`src/rtl/stream_ft_buffer.sv`:
```
// Multi-entry ready/valid stream buffer with selectable fall-through forwarding.
// Circular storage of DEPTH entries; usage_o reports the registered fill level.
module stream_ft_buffer #(
  parameter type T            = logic,
  parameter int  DEPTH        = 2,
  parameter bit  FALL_THROUGH = 1'b1,
  parameter int  CntWidth     = $clog2(DEPTH + 1)
) (
  input  logic                clk_i,
  input  logic                rst_ni,
  input  logic                clr_i,
  input  logic                testmode_i,
  input  logic                valid_i,
  output logic                ready_o,
  input  T                    data_i,
  output logic                valid_o,
  input  logic                ready_i,
  output T                    data_o,
  output logic [CntWidth-1:0] usage_o
);

  if (DEPTH < 1) begin : gen_depth_check
    $error("stream_ft_buffer: DEPTH must be at least 1");
  end

  localparam int                  PtrWidth = (DEPTH > 1) ? $clog2(DEPTH) : 1;
  localparam logic [CntWidth-1:0] CntFull  = CntWidth'(DEPTH);
  localparam logic [PtrWidth-1:0] PtrLast  = PtrWidth'(DEPTH - 1);

  T                    mem_q [DEPTH];
  logic [PtrWidth-1:0] rd_ptr_q, wr_ptr_q;
  logic [CntWidth-1:0] count_q;

  logic empty;
  logic push_hs, pop_hs;
  logic bypass, store, pop;

  // Storage has no gated clock, so the test-mode override has nothing to act on.
  logic unused_testmode;
  assign unused_testmode = testmode_i;

  // Explicit wrap keeps non-power-of-two depths correct.
  function automatic logic [PtrWidth-1:0] ptr_inc(input logic [PtrWidth-1:0] ptr);
    return (ptr == PtrLast) ? '0 : ptr + PtrWidth'(1);
  endfunction

  // NOTE: every signal driven here gets a default first, so no path leaves it unassigned and no latch is inferred.
  always_comb begin
    empty   = (count_q == '0);
    ready_o = (count_q != CntFull);
    valid_o = !empty;
    data_o  = mem_q[rd_ptr_q];
    if (FALL_THROUGH && empty) begin
      valid_o = valid_i;
      data_o  = data_i;
    end
    push_hs = valid_i && ready_o;
    pop_hs  = valid_o && ready_i;
    // An empty fall-through buffer hands a popped beat straight across without storing it.
    bypass  = FALL_THROUGH && empty && pop_hs;
    store   = push_hs && !bypass;
    pop     = pop_hs && !bypass;
  end

  // NOTE: state registers use non-blocking assignments so every flop samples pre-edge values.
  always_ff @(posedge clk_i or negedge rst_ni) begin
    if (!rst_ni) begin
      rd_ptr_q <= '0;
      wr_ptr_q <= '0;
      count_q  <= '0;
    end else if (clr_i) begin
      rd_ptr_q <= '0;
      wr_ptr_q <= '0;
      count_q  <= '0;
    end else begin
      if (store) wr_ptr_q <= ptr_inc(wr_ptr_q);
      if (pop)   rd_ptr_q <= ptr_inc(rd_ptr_q);
      if (store && !pop)      count_q <= count_q + CntWidth'(1);
      else if (pop && !store) count_q <= count_q - CntWidth'(1);
    end
  end

  // NOTE: payload storage is deliberately not reset; count gates validity, so stale contents are never observed.
  always_ff @(posedge clk_i) begin
    if (store) mem_q[wr_ptr_q] <= data_i;
  end

  assign usage_o = count_q;

endmodule

```
`config.mk`:
```
export PLATFORM = sky130hd
export DESIGN_NAME = stream_ft_buffer
export DESIGN_NICKNAME = d
export VERILOG_FILES = /design/src/rtl/stream_ft_buffer.sv
export SDC_FILE = /design/constraint.sdc
export NUM_CORES = 1
export LEC_CHECK = 0
export ABC_CLOCK_PERIOD_IN_PS = 2500
export BUFFER_PORTS_ARGS = -buffer_cell sky130_fd_sc_hd__clkbuf_2
export CAP_MARGIN = 20
export CORE_AREA = 3 3 40 42
export DETAILED_ROUTE_END_ITERATION = 6
export DIE_AREA = 0 0 43 45
export GPL_TIMING_DRIVEN = 0
export PLACE_DENSITY = 0.48
export SLEW_MARGIN = 25
export SYNTH_ARGS = -nofsm -noshare
export SYNTH_HDL_FRONTEND = slang
export SYNTH_SLANG_ARGS = --single-unit
```
`constraint.sdc`:
```
create_clock -name clk_i -period 2.5 [get_ports clk_i]
set_input_delay 0.625 -clock clk_i [delete_from_list [all_inputs] [get_ports clk_i]]
set_output_delay 0.625 -clock clk_i [all_outputs]
set_load 0.02 [all_outputs]
```
# Yosys cells after proc, flatten, opt, wreduce, memory -nomap -nowiden
# Memory sizes are Yosys's and may differ from the RTL's.
# Cells that the tools add are included.
[totals]
register_bits = 4
n_memories = 1
mem_bits_rw = 2
output_inout_bits = 5
elab_cells = 37
in_bits = 7
[mem_list]
columns = ["name", "depth", "word_bits", "rd", "rd_clocked_by_memory_dff", "write_ports", "line_no", "source"]
rows = [
  ["mem_q", 2, 1, 1, 0, 1, "30", "T mem_q [DEPTH];"],
]
[classes]
muxes = 13
eq_ne = 1
n_reduce_logical = 15
addsub = 4
[ops]
columns = ["operator", "n"]
rows = [
  ["2-to-1 mux 1 bit", 10],
  ["logical AND 1 bit", 7],
  ["2-to-1 mux 2 bit", 3],
  ["zero test 1 bit", 4],
  ["nonzero test 2 bit", 2],
  ["nonzero test 3 bit", 1],
  ["adder 1 bit, second input constant", 2],
  ["adder 2 x 1 -> 2 bit, second input constant", 1],
  ["zero test 2 bit", 1],
  ["!= test 2 bit, second input constant", 1],
  ["subtractor 2 x 1 -> 2 bit, second input constant", 1],
]

# Longest topological paths before layout
[logic_depth]
depth_word = 12
ltp_mapped = 4
mapped_depth_nobuf = 3

# Least setup slack after synthesis
# No wires, ideal clock.
[synth_timing]
path_type = "register to output"
start = "reg count_q[0], in the netlist usage_o[0]"
end = "out data_o"
t_arrival_ps = 1195
path_stages_with_launch = 4
path_slack_ps = 680
required_time_ps = 1875
n_path_buf = 1
cell_sequence = "dfrtp_1 buf_6 nor2_1 o21ai_0"
[synth_between]
elab_chain_len = 2
[synth_lines]
columns = ["element", "line_no", "source"]
rows = [
  ["start: declaration", "32", "logic [CntWidth-1:0] count_q;"],
  ["start signal: assignment", "78", "if (store && !pop) count_q <= count_q + CntWidth'(1);"],
  ["start signal: assignment", "79", "else if (pop && !store) count_q <= count_q - CntWidth'(1);"],
  ["zero test 2 bit", "49", "empty = (count_q == '0);"],
  ["2-to-1 mux 1 bit", "53", "if (FALL_THROUGH && empty) begin"],
  ["end: declaration", "18", "output T data_o,"],
]
# No other way between the ends.

# Final worst setup path
[layout_timing]
start = "reg count_q[0], in the netlist usage_o[0]"
end = "out valid_o"
[layout_between]
elab_chain_len = 3
[layout_lines]
columns = ["element", "line_no", "source"]
rows = [
  ["zero test 2 bit (*)", "49", ""],
  ["zero test 1 bit", "51", "valid_o = !empty;"],
  ["2-to-1 mux 1 bit (*)", "53", ""],
  ["end: declaration", "16", "output logic valid_o,"],
]
# Mark *: on every way between the ends. The rest lies on a longest branch, timed or not.

==> summary.md <==
| Metric | Value |
|---|---|
| Final ANT Viol Nets | 0 |
| Startpoint types | register |
| Pwr dens | 553 nW/um2 |
| M3 GR Usage | 7.17% |
| Post-layout instance area | 440 um2 |
| Fmax achieved | 0.519 GHz |
| # DRC | 0 |
| DRT Wirelength | 685 um |
| Max-cap violations | 0 |
| Critical path peak fanout | 10 |
| Leakage | 0.196 nW |
| GR peak layer | met1 |
| Skew-Pair Late Insertion Delay | 0.24 ns |
| M2 GR Usage | 9.88% |
| Pin count of the biggest net entering global routing | 11 |
| CTS tree | done |
| Die area | 1940 um2 |
| Max VDD drop | 0.000197 V |
| Chip width | 43 um |
| Syn nets | 43 |
| Clock sinks | 6 |
| Num rows | 13 |
| Cells on worst reg2reg path | 4 |
| Synth warn | 0 |
| Global route overflow | 0 |
| Clk root buf | clkbuf_4 |
| GRT Total Usage | 8.23% |
| CTS Hold Bufs | 0 |
| First-pass GRT wire length | 1100 um |
| Synth Area per Inst | 9.70 um2 |
| Maximum root-to-sink buffer count | 2 |
| Vias per cell | 4.52 |
| Post-DP HPWL | 529 um |
| Post-Synthesis Cells | 36 |
| Core Box Area | 1280 um2 |
| Status | complete, no violations |
| Initial Utilization | 27.2% |
| Slew @ Worst Pin | 0.183 ns |
| IO Count | 12 |
| DR iter-0 viols | 5 |
| Antenna cells | 0 |
| CP required | 1.88 ns |
| Met1 track demand over resource | 10.9% |
| P&R area growth vs syn | 26.2% |
| Tmin final | 1.93 ns |
| Max-slew violations | 0 |
| Drt pass-1 iters | 2 |
| Share of layout cells above drive strength 1 | 36.7% |
| Placed cell area | 418 um2 |
| Chip height | 45 um |
| RSZ-0062 raised after global routing | false |
| # nets final | 58 |
| Crit path kind | register to primary output |
| Post_cts resized | 0 |
| Worst Path Arrival | 1.30 ns |
| Setup Skew | 0.00249 ns |
| Final hold vios | 0 |
| Cts bufs inserted | 3 |
| Port bufs | 10 |
| Period Utilization, post-route | 77.0% |
| Rel. slew slack | 87.8% |
| Overall power | 0.243 mW |
| Hold WC Path Type | input pin to async pin |
| H-tree depth | 1 |
| RePlAce Congestion | 0.683 |
| Critical path endpoint category | primary output |
| Reg2Reg Capture Point | wr_ptr_q |
| RR Startpoint | usage_o[1] |
| Final Setup Violations | 0 |
| Reg clk slew, reported paths | 0.04 ns |
| Synth Register Bits | 6 |
| Wire per inst | 10.7 um |
| Via Count | 289 |
| FF-to-FF setup slack | 1.33 ns |
| Mapped cell area | 349 um2 |
| Setup Fix Bufs, Post-CTS | 0 |
| Setup TNS | 0 ns |
| Initial antenna violation count | 0 |
| Distinct cells, synth | 21 |
| Register area share after synthesis | 45.9% |
| Vias in the first global route | 254 |
==> cell families (layout without fill, tap and decap cells) <==
logic type / Yosys count / in the layout / synth area share [%]
buffers and inverters: 3 / 16 / 7.53
flip-flops: 6 / 6 / 45.9
XOR/XNOR: 1 / 1 / 2.51
AND/OR/NAND/NOR: 17 / 17 / 24.0
AO/OA/AOI/OAI: 7 / 7 / 12.9
multiplexers: 2 / 2 / 7.17
==> synthesized netlist by cell type (all sizes together) <==
| cell type | n | area (um2) |
|---|---|---|
| nor2 | 8 | 32.5 |
| dfrtp | 4 | 100 |
| o21ai | 3 | 18.8 |
| a31oi | 2 | 12.5 |
| buf | 2 | 22.5 |
| edfxtp | 2 | 60.1 |
| nand2 | 2 | 7.51 |
| nand2b | 2 | 12.5 |
| nand3 | 2 | 10.0 |
| a21oi | 1 | 5.00 |
| inv | 1 | 3.75 |
| mux2 | 1 | 15.0 |
| mux2i | 1 | 10.0 |
| nand3b | 1 | 7.51 |
| nor3b | 1 | 7.51 |
| o31a | 1 | 8.76 |
| or3 | 1 | 6.26 |
| xor2 | 1 | 8.76 |
==> cell usage in the layout (no fill, tap or decap), drive strengths merged, types with 2 or more instances in the layout <==
master and n:
nand2 2, dfrtp 4, a31oi 2, clkbuf 13, nand3 2, buf 2
edfxtp 2, nor2 8, o21ai 3, nand2b 2
==> report_power, final <==
group          total [mW]  internal, mW  switching (mW)
combinational      0.0450        0.0193          0.0257
clock              0.0870        0.0542          0.0329
sequential          0.111         0.108         0.00381
total               0.243         0.181          0.0624
==> how the worst max path moves through the flow <==
stage | start | endpoint | slack [ns]
after floorplan | usage_o[0] | data_o | 0.68
after global placement | valid_i | valid_o | 0.66
after detailed placement | valid_i | valid_o | 0.65
after CTS | usage_o[0] | valid_o | 0.55
after global routing | usage_o[0] | valid_o | 0.50
final | usage_o[0] | valid_o | 0.57
==> cell type report <==
type,instances,area (um2)
Tap cell,15,18.8
Sequential cell,6,160
Fill cell,148,845
Multi-Input combinational cell,27,163
Timing Repair Buffer,10,50.0
Buffer,2,22.5
Clock buffer,3,22.5
Inverter,1,3.75
==> worst max-delay path, cell delays in order, from the launching register on <==
cell	delay, ns
dfrtp_1	0.41
buf_6	0.16
or3_1	0.33
clkbuf_2	0.16
==> per-layer routing <==
layer | wire length, um | part of all wire, %
met2 | 270 | 39
met3 | 70 | 10
met4 | 0 | 0
met5 | 0 | 0
met1 | 344 | 50
==> sequential cells by signal (all words and copies together) (netlist names) <==
name,cells
wr_ptr_q,1
usage_o,2
rd_ptr_q,1
mem_q,2
==> per-stage QoR <==
step | util (%) | instances | hold WS (ns) | setup slack, ns
after floorplan | - | 36 | 0.329 | 0.680
after global placement | 32.5 | 61 | 0.439 | 0.656
after detailed placement | 32.5 | 61 | 0.436 | 0.653
after CTS | 34.3 | 64 | 0.173 | 0.552
after global routing | 34.3 | 64 | 0.170 | 0.501
final | 34.3 | 64 | 0.182 | 0.574
No activity file was read; power rests on OpenSTA's default activity.
